--- config.mk ---
export PLATFORM = sky130hd
export DESIGN_NAME = uart_link_buffered
export DESIGN_NICKNAME = d
export VERILOG_FILES = /design/src/rtl/uart_link_buffered.sv
export SDC_FILE = /design/constraint.sdc
export NUM_CORES = 1
export LEC_CHECK = 0
export ABC_CLOCK_PERIOD_IN_PS = 5600
export BUFFER_PORTS_ARGS = -buffer_cell sky130_fd_sc_hd__buf_2
export CAP_MARGIN = 30
export CORE_MARGIN = 2
export CORE_UTILIZATION = 43
export CTS_CLUSTER_DIAMETER = 30
export DETAILED_ROUTE_END_ITERATION = 7
export SLEW_MARGIN = 15
export SYNTH_ARGS = -nofsm -noshare
export SYNTH_HDL_FRONTEND = slang
export SYNTH_SLANG_ARGS = --single-unit
--- constraint.sdc ---
create_clock -name i_Clock -period 5.6 [get_ports i_Clock]
set_clock_uncertainty 0.2 [all_clocks]
set_input_delay 0.84 -clock i_Clock [delete_from_list [all_inputs] [get_ports i_Clock]]
set_output_delay 0.84 -clock i_Clock [all_outputs]
set_load 0.1 [all_outputs]
--- src/rtl/uart_link_buffered.sv ---
// uart_link_buffered: TX FIFO feeding a serialiser, oversampled RX deserialiser, internal loopback and self-check.
// Define PARITY_EN to add an even parity bit to every frame in both directions.
module uart_link_buffered #(
  parameter int CLKS_PER_BIT = 5208,
  parameter int DATA_BITS    = 8,
  parameter int FIFO_DEPTH   = 4,
  parameter int STOP_BITS    = 1
) (
  input  logic                 i_Clock,
  input  logic                 i_Reset,
  input  logic                 i_Tx_DV,
  input  logic [DATA_BITS-1:0] i_Tx_Byte,
  output logic                 o_Tx_Ready,
  output logic                 o_Tx_Active,
  output logic                 o_Tx_Serial,
  input  logic                 i_Rx_Serial,
  input  logic                 i_Loopback,
  output logic                 o_Rx_DV,
  output logic [DATA_BITS-1:0] o_Rx_Byte,
  output logic                 o_Frame_Err,
  output logic                 o_Parity_Err,
  output logic                 o_Overflow,
  output logic [7:0]           o_Err_Count
);

  localparam int PTR_W  = (FIFO_DEPTH > 1) ? $clog2(FIFO_DEPTH) : 1;
  localparam int CNTF_W = PTR_W + 1;
  localparam int CNT_W  = $clog2(CLKS_PER_BIT * STOP_BITS + 1);
  localparam logic [CNTF_W-1:0] FIFO_FULL = CNTF_W'(FIFO_DEPTH);
  localparam logic [CNT_W-1:0]  BIT_LAST  = CNT_W'(CLKS_PER_BIT - 1);
  localparam logic [CNT_W-1:0]  HALF_LAST = CNT_W'(CLKS_PER_BIT / 2 - 1);
  localparam logic [CNT_W-1:0]  STOP_LAST = CNT_W'(CLKS_PER_BIT * STOP_BITS - 1);
  localparam logic [3:0]        DBIT_LAST = 4'(DATA_BITS - 1);

  typedef enum logic [2:0] {
    TX_IDLE = 3'd0, TX_START = 3'd1, TX_DATA = 3'd2, TX_PARITY = 3'd3, TX_STOP = 3'd4
  } tx_state_t;

  typedef enum logic [2:0] {
    RX_IDLE = 3'd0, RX_START = 3'd1, RX_DATA = 3'd2, RX_PARITY = 3'd3, RX_STOP = 3'd4,
    RX_CLEANUP = 3'd5
  } rx_state_t;

`ifdef PARITY_EN
  function automatic logic even_parity(input logic [DATA_BITS-1:0] word);
    return ^word;
  endfunction
`endif

  // FIFO storage and bookkeeping
  logic [DATA_BITS-1:0] fifo_mem_q [FIFO_DEPTH];
  logic [PTR_W-1:0]     wr_ptr_q, wr_ptr_d, rd_ptr_q, rd_ptr_d;
  logic [CNTF_W-1:0]    count_q, count_d;
  logic                 tx_ready_q, tx_ready_d, overflow_q, overflow_d;
  logic                 wr_en_s, rd_en_s, fifo_empty_s;
  logic [DATA_BITS-1:0] fifo_head_s;

  // Serialiser state
  tx_state_t            tx_state_q, tx_state_d;
  logic [CNT_W-1:0]     tx_cnt_q, tx_cnt_d;
  logic [3:0]           tx_bit_q, tx_bit_d;
  logic [DATA_BITS-1:0] tx_shift_q, tx_shift_d, last_sent_q, last_sent_d;
  logic                 tx_line_q, tx_line_d, tx_out_q, tx_out_d, tx_active_q, tx_active_d;

  // Deserialiser state
  rx_state_t            rx_state_q, rx_state_d;
  logic                 rx_in_s, rx_meta_q, rx_sync_q;
  logic [CNT_W-1:0]     rx_cnt_q, rx_cnt_d;
  logic [3:0]           rx_bit_q, rx_bit_d;
  logic [DATA_BITS-1:0] rx_shift_q, rx_shift_d, rx_byte_q, rx_byte_d, rx_ref_q, rx_ref_d;
  logic                 rx_perr_q, rx_perr_d;
  logic                 rx_dv_q, rx_dv_d, frame_err_q, frame_err_d, par_err_q, par_err_d;
  logic [7:0]           err_count_q, err_count_d;

  assign wr_en_s      = i_Tx_DV && tx_ready_q;
  assign fifo_empty_s = (count_q == {CNTF_W{1'b0}});
  assign fifo_head_s  = fifo_mem_q[rd_ptr_q];
  assign rx_in_s      = i_Loopback ? tx_line_q : i_Rx_Serial;

  // FIFO pointer, occupancy, ready and overflow next-state
  always_comb begin
    wr_ptr_d = wr_ptr_q;
    rd_ptr_d = rd_ptr_q;
    count_d  = count_q;
    if (wr_en_s) begin
      wr_ptr_d = wr_ptr_q + PTR_W'(1);
    end else begin
      wr_ptr_d = wr_ptr_q;
    end
    if (rd_en_s) begin
      rd_ptr_d = rd_ptr_q + PTR_W'(1);
    end else begin
      rd_ptr_d = rd_ptr_q;
    end
    case ({wr_en_s, rd_en_s})
      2'b10:   count_d = count_q + CNTF_W'(1);
      2'b01:   count_d = count_q - CNTF_W'(1);
      default: count_d = count_q;
    endcase
    tx_ready_d = (count_d != FIFO_FULL);
    overflow_d = overflow_q || (i_Tx_DV && !tx_ready_q);
  end

  // FIFO registers; reset discards any queued words
  always_ff @(posedge i_Clock or posedge i_Reset) begin
    if (i_Reset) begin
      wr_ptr_q   <= {PTR_W{1'b0}};
      rd_ptr_q   <= {PTR_W{1'b0}};
      count_q    <= {CNTF_W{1'b0}};
      tx_ready_q <= 1'b1;
      overflow_q <= 1'b0;
      for (int i = 0; i < FIFO_DEPTH; i++) fifo_mem_q[i] <= {DATA_BITS{1'b0}};
    end else begin
      wr_ptr_q   <= wr_ptr_d;
      rd_ptr_q   <= rd_ptr_d;
      count_q    <= count_d;
      tx_ready_q <= tx_ready_d;
      overflow_q <= overflow_d;
      if (wr_en_s) fifo_mem_q[wr_ptr_q] <= i_Tx_Byte;
    end
  end

  // TX next-state; popping straight out of STOP keeps back-to-back frames gapless
  always_comb begin
    tx_state_d  = tx_state_q;
    tx_cnt_d    = tx_cnt_q;
    tx_bit_d    = tx_bit_q;
    tx_shift_d  = tx_shift_q;
    last_sent_d = last_sent_q;
    tx_line_d   = 1'b1;
    rd_en_s     = 1'b0;
    case (tx_state_q)
      TX_IDLE: begin
        if (!fifo_empty_s) begin
          rd_en_s     = 1'b1;
          tx_state_d  = TX_START;
          tx_cnt_d    = {CNT_W{1'b0}};
          tx_shift_d  = fifo_head_s;
          last_sent_d = fifo_head_s;
        end else begin
          tx_state_d = TX_IDLE;
        end
      end
      TX_START: begin
        tx_line_d = 1'b0;
        if (tx_cnt_q == BIT_LAST) begin
          tx_state_d = TX_DATA;
          tx_cnt_d   = {CNT_W{1'b0}};
          tx_bit_d   = 4'd0;
        end else begin
          tx_cnt_d = tx_cnt_q + CNT_W'(1);
        end
      end
      TX_DATA: begin
        tx_line_d = tx_shift_q[0];
        if (tx_cnt_q == BIT_LAST) begin
          tx_cnt_d   = {CNT_W{1'b0}};
          tx_shift_d = {1'b0, tx_shift_q[DATA_BITS-1:1]};
          if (tx_bit_q == DBIT_LAST) begin
`ifdef PARITY_EN
            tx_state_d = TX_PARITY;
`else
            tx_state_d = TX_STOP;
`endif
          end else begin
            tx_bit_d = tx_bit_q + 4'd1;
          end
        end else begin
          tx_cnt_d = tx_cnt_q + CNT_W'(1);
        end
      end
      TX_PARITY: begin
`ifdef PARITY_EN
        tx_line_d = even_parity(last_sent_q);
`else
        tx_line_d = 1'b1;
`endif
        if (tx_cnt_q == BIT_LAST) begin
          tx_state_d = TX_STOP;
          tx_cnt_d   = {CNT_W{1'b0}};
        end else begin
          tx_cnt_d = tx_cnt_q + CNT_W'(1);
        end
      end
      TX_STOP: begin
        tx_line_d = 1'b1;
        if (tx_cnt_q == STOP_LAST) begin
          tx_cnt_d = {CNT_W{1'b0}};
          if (!fifo_empty_s) begin
            rd_en_s     = 1'b1;
            tx_state_d  = TX_START;
            tx_shift_d  = fifo_head_s;
            last_sent_d = fifo_head_s;
          end else begin
            tx_state_d = TX_IDLE;
          end
        end else begin
          tx_cnt_d = tx_cnt_q + CNT_W'(1);
        end
      end
      default: begin
        tx_state_d = TX_IDLE;
        tx_line_d  = 1'b1;
      end
    endcase
    tx_out_d    = i_Loopback ? 1'b1 : tx_line_d;
    tx_active_d = (tx_state_d != TX_IDLE);
  end

  // TX registers; the line forces high on reset
  always_ff @(posedge i_Clock or posedge i_Reset) begin
    if (i_Reset) begin
      tx_state_q  <= TX_IDLE;
      tx_cnt_q    <= {CNT_W{1'b0}};
      tx_bit_q    <= 4'd0;
      tx_shift_q  <= {DATA_BITS{1'b0}};
      last_sent_q <= {DATA_BITS{1'b0}};
      tx_line_q   <= 1'b1;
      tx_out_q    <= 1'b1;
      tx_active_q <= 1'b0;
    end else begin
      tx_state_q  <= tx_state_d;
      tx_cnt_q    <= tx_cnt_d;
      tx_bit_q    <= tx_bit_d;
      tx_shift_q  <= tx_shift_d;
      last_sent_q <= last_sent_d;
      tx_line_q   <= tx_line_d;
      tx_out_q    <= tx_out_d;
      tx_active_q <= tx_active_d;
    end
  end

  // RX next-state and self-check; rx_ref captures last_sent at start detection because
  // the RX stop sample can land after TX has already popped the following word
  always_comb begin
    rx_state_d  = rx_state_q;
    rx_cnt_d    = rx_cnt_q;
    rx_bit_d    = rx_bit_q;
    rx_shift_d  = rx_shift_q;
    rx_byte_d   = rx_byte_q;
    rx_ref_d    = rx_ref_q;
    rx_perr_d   = rx_perr_q;
    rx_dv_d     = 1'b0;
    frame_err_d = 1'b0;
    par_err_d   = 1'b0;
    case (rx_state_q)
      RX_IDLE: begin
        if (!rx_sync_q) begin
          rx_state_d = RX_START;
          rx_cnt_d   = {CNT_W{1'b0}};
          rx_perr_d  = 1'b0;
          rx_ref_d   = last_sent_q;
        end else begin
          rx_state_d = RX_IDLE;
        end
      end
      RX_START: begin
        if (rx_cnt_q == HALF_LAST) begin
          rx_cnt_d = {CNT_W{1'b0}};
          rx_bit_d = 4'd0;
          if (!rx_sync_q) begin
            rx_state_d = RX_DATA;
          end else begin
            rx_state_d = RX_IDLE;
          end
        end else begin
          rx_cnt_d = rx_cnt_q + CNT_W'(1);
        end
      end
      RX_DATA: begin
        if (rx_cnt_q == BIT_LAST) begin
          rx_cnt_d   = {CNT_W{1'b0}};
          rx_shift_d = {rx_sync_q, rx_shift_q[DATA_BITS-1:1]};
          if (rx_bit_q == DBIT_LAST) begin
`ifdef PARITY_EN
            rx_state_d = RX_PARITY;
`else
            rx_state_d = RX_STOP;
`endif
          end else begin
            rx_bit_d = rx_bit_q + 4'd1;
          end
        end else begin
          rx_cnt_d = rx_cnt_q + CNT_W'(1);
        end
      end
      RX_PARITY: begin
        if (rx_cnt_q == BIT_LAST) begin
          rx_cnt_d   = {CNT_W{1'b0}};
          rx_state_d = RX_STOP;
`ifdef PARITY_EN
          rx_perr_d  = (rx_sync_q != even_parity(rx_shift_q));
`else
          rx_perr_d  = 1'b0;
`endif
        end else begin
          rx_cnt_d = rx_cnt_q + CNT_W'(1);
        end
      end
      RX_STOP: begin
        if (rx_cnt_q == BIT_LAST) begin
          rx_cnt_d    = {CNT_W{1'b0}};
          rx_state_d  = RX_CLEANUP;
          frame_err_d = !rx_sync_q;
          par_err_d   = rx_perr_q;
          if (rx_sync_q && !rx_perr_q) begin
            rx_dv_d   = 1'b1;
            rx_byte_d = rx_shift_q;
          end else begin
            rx_dv_d = 1'b0;
          end
        end else begin
          rx_cnt_d = rx_cnt_q + CNT_W'(1);
        end
      end
      RX_CLEANUP: begin
        if (rx_sync_q) begin
          rx_state_d = RX_IDLE;
        end else begin
          rx_state_d = RX_CLEANUP;
        end
      end
      default: rx_state_d = RX_IDLE;
    endcase
    if (rx_dv_q && i_Loopback && (rx_byte_q != rx_ref_q) && (err_count_q != 8'hFF)) begin
      err_count_d = err_count_q + 8'd1;
    end else begin
      err_count_d = err_count_q;
    end
  end

  // RX synchroniser, FSM and output pulse registers
  always_ff @(posedge i_Clock or posedge i_Reset) begin
    if (i_Reset) begin
      rx_meta_q   <= 1'b1;
      rx_sync_q   <= 1'b1;
      rx_state_q  <= RX_IDLE;
      rx_cnt_q    <= {CNT_W{1'b0}};
      rx_bit_q    <= 4'd0;
      rx_shift_q  <= {DATA_BITS{1'b0}};
      rx_byte_q   <= {DATA_BITS{1'b0}};
      rx_ref_q    <= {DATA_BITS{1'b0}};
      rx_perr_q   <= 1'b0;
      rx_dv_q     <= 1'b0;
      frame_err_q <= 1'b0;
      par_err_q   <= 1'b0;
      err_count_q <= 8'd0;
    end else begin
      rx_meta_q   <= rx_in_s;
      rx_sync_q   <= rx_meta_q;
      rx_state_q  <= rx_state_d;
      rx_cnt_q    <= rx_cnt_d;
      rx_bit_q    <= rx_bit_d;
      rx_shift_q  <= rx_shift_d;
      rx_byte_q   <= rx_byte_d;
      rx_ref_q    <= rx_ref_d;
      rx_perr_q   <= rx_perr_d;
      rx_dv_q     <= rx_dv_d;
      frame_err_q <= frame_err_d;
      par_err_q   <= par_err_d;
      err_count_q <= err_count_d;
    end
  end

  assign o_Tx_Ready   = tx_ready_q;
  assign o_Tx_Active  = tx_active_q;
  assign o_Tx_Serial  = tx_out_q;
  assign o_Rx_DV      = rx_dv_q;
  assign o_Rx_Byte    = rx_byte_q;
  assign o_Frame_Err  = frame_err_q;
  assign o_Parity_Err = par_err_q;
  assign o_Overflow   = overflow_q;
  assign o_Err_Count  = err_count_q;

endmodule

After elaboration in Yosys (flattened, before gate mapping)
Index checks and enable logic that the tools add are counted.
W data, S select, Z words.
- flip-flop bits (word level): 138
- output and inout port bits: 23
- word-level logic and storage cells: 172
- input bits: 13
- bits in writable memories: 0
- memories kept: 0
- bits in latches: 0
- ROM bits: 0
- divide/modulo/power cells: 0
- order comparisons: 3
- eq/ne operators: 31
- shift-type cells: 0
- bitwise operators: 3
- mux-type cells: 61
- $add $sub $neg: 9
- reductions and logical operators: 35
- multiply operators: 0
- operators by type and width (cell ; number):
    $mux W13 ; 5
    $mux W8 ; 8
    $pmux W13 S3 ; 1
    $mux W3 ; 11
    $bwmux W32 ; 1
    $add A13 B1 Y13 const B ; 2
    $eq A13 B13 Y1 const B ; 2
    $pmux W13 S2 ; 1
    $mux W4 ; 6
    $ne A2 B2 Y1 const B ; 12
    $pmux W8 S3 ; 1
    $pmux W3 S6 ; 1
    $bmux W8 S2 ; 1
    $demux W8 S2 ; 1
    $pmux W4 S2 ; 2
    $pmux W8 S2 ; 1
    $mux W1 ; 15
    $pmux W3 S5 ; 1
    $eq A13 B12 Y1 const B ; 1
    $eq A3 B2 Y1 const B ; 4
    $reduce_and A2 Y1 ; 5
    $reduce_bool A2 Y1 ; 5
    $eq A3 B3 Y1 const B ; 3
    $logic_not A3 Y1 ; 3
    other kinds (28) ; 49

Depth between registers and ports, before layout
- depth after elaboration: 7
- gate-level depth with buffers: 12
- mapped depth without buffers: 11

Worst setup path before layout
Ideal clock, no wire load.
- path kind: register -> register
- start point: register tx_cnt_q[0]
- end point: register tx_ready_q, in the netlist o_Tx_Ready
- data required time: 5318 ps
- setup time: 82 ps
- path buffers: 1
- arrival: 2643 ps
- slack: 2675 ps
- stages on the path, launching flop included: 13
- cells stage by stage: dfrtp_1 > ha_1 > and3_1 > nand4_1 > a21oi_1 > buf_2 > ha_1 > inv_1 > fa_1 > xor2_1 > nor2_1 > xor2_1 > nand2_1
- word-level cells in the longest chain between the ends: 6
- elaborated cells between the ends (all ways): 7
- ends and longest elaborated chain (item ; line ; RTL):
    start: declaration ; 60 ; logic [CNT_W-1:0] tx_cnt_q, tx_cnt_d;
    start signal: assignment ; 214 ; tx_cnt_q <= {CNT_W{1'b0}};
    start signal: assignment ; 223 ; tx_cnt_q <= tx_cnt_d;
    $eq A13 B13 Y1 * ; 187 ; if (tx_cnt_q == STOP_LAST) begin
    $mux W1 * ; 187 ;
    $pmux W1 S2 * ; 132 ; case (tx_state_q)
    $eq A2 B1 Y1 or $eq A2 B2 Y1 (tied branches) ; 95 ; case ({wr_en_s, rd_en_s})
    $pmux W3 S2 * ; 95 ;
    via count_d[2] ; 53 ; logic [CNTF_W-1:0] count_q, count_d;
    $ne A3 B3 Y1 * ; 100 ; tx_ready_d = (count_d != FIFO_FULL);
    via tx_ready_d ; 54 ; logic tx_ready_q, tx_ready_d, overflow_q, overflow_d;
    end signal: assignment ; 117 ; tx_ready_q <= tx_ready_d;
    end: declaration ; 54 ;
Mark *: on every way through the listed nets, which the timed path passes. The rest lies on a longest branch.
A chain may end at the register's enable or synchronous reset.

Worst setup path after layout
Ends and elaborated chain as after synthesis.

==> run_results.csv <==
group,metric,value,unit
setup_path,arrival,3.45,ns
logic_synthesis,synth.top_cell.area_share,51.0,%
logic_synthesis,yosys-top-cells-area,"dfrtp_1, mux2_2, mux4_2",
global_routing,grt_pass1_vias,4481,
place,place_congestion,0.801,
min_path,min_from,"rx_meta_q",
clocking,clk_latency,0.42,ns
detailed_routing,drt-initial-drc-count,236,
die,die-area,16000,um2
run_status,status,"finished clean",
sta,max_slew_margin,39.4,%
logic_synthesis,async_flop_share,100,%
logic_synthesis,synth-edff-count,0,
die,rows,44,
cells_and_area,drive_above_1_share,29.7,%
setup_path,cp.required,5.74,ns
clocking,clockBufferDepth,2,
sta,max_freq,302,MHz
setup_path,cp_slowest_cell,"dfrtp_1",
setup_path,r2r_end,"o_Tx_Ready",
sta,final-hold-violation-count,0,
global_routing,grt_max_degree,63,
setup_path,worstSetupStartpointType,"register",
sta,min_period_over_period,59.0,%
setup_path,crit_chain,"ha_1 > and3_1 > nand4_1 > a21oi_1 > buf_4 > ha_1 > inv_1 > fa_1 > xor2_1 > nor2_1 > xor2_1 > nand2_1",
clocking,cts_setup_buffers,0,
global_routing,grt_use_met3,4.68,%
setup_path,rr_startpoint,"tx_cnt_q[0]",
sta,setup_ws,2.29,ns
global_routing,use_met2,27.4,%
logic_synthesis,synthesis.nets,560,
logic_synthesis,ys_seq_area_share,53.0,%
detailed_routing,drcViolationCount,0,
logic_synthesis,synth.distinct_cells,67,
sta,tightest_slew,0.902,ns
detailed_routing,post_drt_wl_per_cell,16.5,um
cells_and_area,finalInstanceArea,7340,um2
detailed_routing,ant_nets,0,
pwr,leakagePower,3.35,nW
die,core,14600,um2
cells_and_area,mostFrequentLayoutCells,"dfrtp_1, mux2_2, buf_2",
pwr,p_total,2.69,mW
cells_and_area,fin_util,50.3,%
logic_synthesis,avgSynthCellArea,12.0,um2
place,place_area,6770,um2
detailed_routing,via_count,4330,
global_routing,grt_busiest_layer,"met2",
global_routing,antenna_found_initial,0,
setup_path,critPathMaxStageDelay,0.41,ns
place,io_buffers,34,
die,io_pins,36,
logic_synthesis,yosysWarnings,0,
detailed_routing,wirelength,12.7,mm
die,die_h,126,um
place,dp_hpwl,8.67,mm
clocking,cts.htree.levels,4,
detailed_routing,via_per_inst,5.63,
detailed_routing,firstDrtPassIters,4,
setup_path,end_kind,"register",
sta,setup_viol,0,
cells_and_area,nets,596,
sta,rsz0062_at_grt,"false",
setup_path,path_buf_inv,2,
clocking,clkSinkCount,136,
setup_path,worst-path-max-fanout,12,
logic_synthesis,synth_cells,536,
clocking,root_buffer,"clkbuf_16",
global_routing,grt.total_usage,17.1,%
min_path,hold_path_class,"reg -> reg",
logic_synthesis,yosysTopAreaCell,"dfrtp_1",
setup_path,critical_path_class,"reg -> reg",
clocking,ctsHoldBuffers,0,
pwr,peakVddDrop,283,uV
cells_and_area,area_delta_synth_final,14.1,%
setup_path,r2r_cells,12,
min_path,hold_end,"rx_sync_q",
pwr,powerDensity,366,nW/um2
global_routing,gr-total-overflow,0,
clocking,cts_made_buffers,17,
cells_and_area,final_common_cell,"dfrtp_1",
clocking,ctsResizeCount,0,
sta,tns,0,ns
clocking,cts_tree,"built",
clocking,clk_pin_slew,0.06,ns
setup_path,r2r_setup_slack,2.29,ns
setup_path,cpLargestDelayFamily,"adder cells",
logic_synthesis,synth_ff_type,"dfrtp_1",
die,start_util,44.1,%
place,pre_cts_slack,2.41,ns
die,die_x,126,um
logic_synthesis,netlist_area,6430,um2
setup_path,cp-startpoint,"tx_cnt_q[0]",
job,drv_cap,0,
min_path,hold_depth,0,
global_routing,grt.met1_usage,22.0,%
cells_and_area,diodes,0,
sta,drv_slew,0,
logic_synthesis,synth-seq-cells,136,
cells_and_area,nFillCells,1267,
sta,finalCriticalPeriod,3.31,ns
global_routing,grt_pass1_wl,21.8,mm
-- power breakdown --
group          switching, mW  total, mW  internal, mW  leakage [nW]
registers             0.0778       1.21          1.13          1.76
logic                  0.193      0.416         0.224          1.32
clock network          0.469       1.06         0.596         0.274
-- sequential cells by signal (all words and copies together) (netlist names), 8 cells and up --
| name | flops |
|---|---|
| fifo_mem_q | 32 |
| rx_cnt_q | 13 |
| tx_cnt_q | 13 |
| last_sent_q | 8 |
| o_Err_Count | 8 |
| o_Rx_Byte | 8 |
| rx_ref_q | 8 |
| rx_shift_q | 8 |
| tx_shift_q | 8 |
-- stage by stage --
step                      std cells  hold WS (ns)
final                           769         0.155
after CTS                       769         0.156
after detailed placement        737         0.148
after global routing            769         0.161
after global placement          737         0.148
after floorplan                 536         0.145
-- cell families (layout without fill, tap and decap cells) --
family,after synthesis,in the layout,synth area share [%]
XOR/XNOR,28,28,3.81
flip-flops,136,136,53.0
AO/OA/AOI/OAI,83,83,8.56
other,1,1,0.0583
multiplexers,92,92,17.4
buffers and inverters,37,86,2.39
adder cells (fa/ha/maj),11,11,2.26
AND/OR/NAND/NOR,148,148,12.5
-- synthesized netlist by cell type (2+ instances only) --
| cell type | instances |
|---|---|
| a21o_1 | 2 |
| a21oi_1 | 17 |
| a22o_1 | 3 |
| a31oi_1 | 11 |
| a32o_1 | 3 |
| a41oi_1 | 3 |
| and3_1 | 5 |
| and4_1 | 3 |
| buf_1 | 2 |
| buf_2 | 3 |
| clkbuf_1 | 14 |
| dfrtp_1 | 131 |
| dfstp_2 | 5 |
| ha_1 | 10 |
| inv_1 | 16 |
| mux2_2 | 80 |
| mux2i_1 | 4 |
| mux4_2 | 8 |
| nand2_1 | 32 |
| nand2b_1 | 6 |
| nand3_1 | 22 |
| nand4_1 | 8 |
| nand4b_1 | 3 |
| nor2_1 | 28 |
| nor2b_1 | 3 |
| nor3_1 | 9 |
| nor3b_1 | 5 |
| nor4_1 | 4 |
| nor4_2 | 2 |
| nor4bb_1 | 2 |
| o21a_1 | 4 |
| o21ai_0 | 20 |
| o22ai_1 | 2 |
| o31ai_1 | 2 |
| or2_2 | 2 |
| or3_1 | 5 |
| xnor2_1 | 15 |
| xor2_1 | 13 |
-- how the worst max path moves through the flow --
stage / cells past startpoint / slack, ns / endpoint
2_1_floorplan: 1 / 0.93 / count_q[0]
3_3_place_gp: 12 / 2.62 / o_Tx_Ready
3_5_place_dp: 12 / 2.41 / o_Tx_Ready
4_1_cts: 12 / 2.31 / o_Tx_Ready
5_1_grt: 12 / 2.10 / o_Tx_Ready
6_report: 12 / 2.29 / o_Tx_Ready
-- per-layer routing --
| metal | up-vias | part of all wire, % |
|---|---|---|
| li1 | 2039 | - |
| met3 | 19 | 3.8 |
| met4 | 0 | 1.8 |
| met1 | 2188 | 46 |
| met5 | - | 0 |
| met2 | 84 | 48 |
-- final cells by class --
type | count | area (um2) | area share, %
flip-flops and latches | 136 | 3410 | 46.5
multi-input cells | 363 | 2870 | 39.1
clock buffers | 18 | 439 | 5.99
well taps | 184 | 230 | 3.14
repair buffers | 38 | 200 | 2.73
clock inverters | 14 | 128 | 1.74
inverters | 16 | 62.6 | 0.853
No activity file was read; power rests on OpenSTA's default activity.
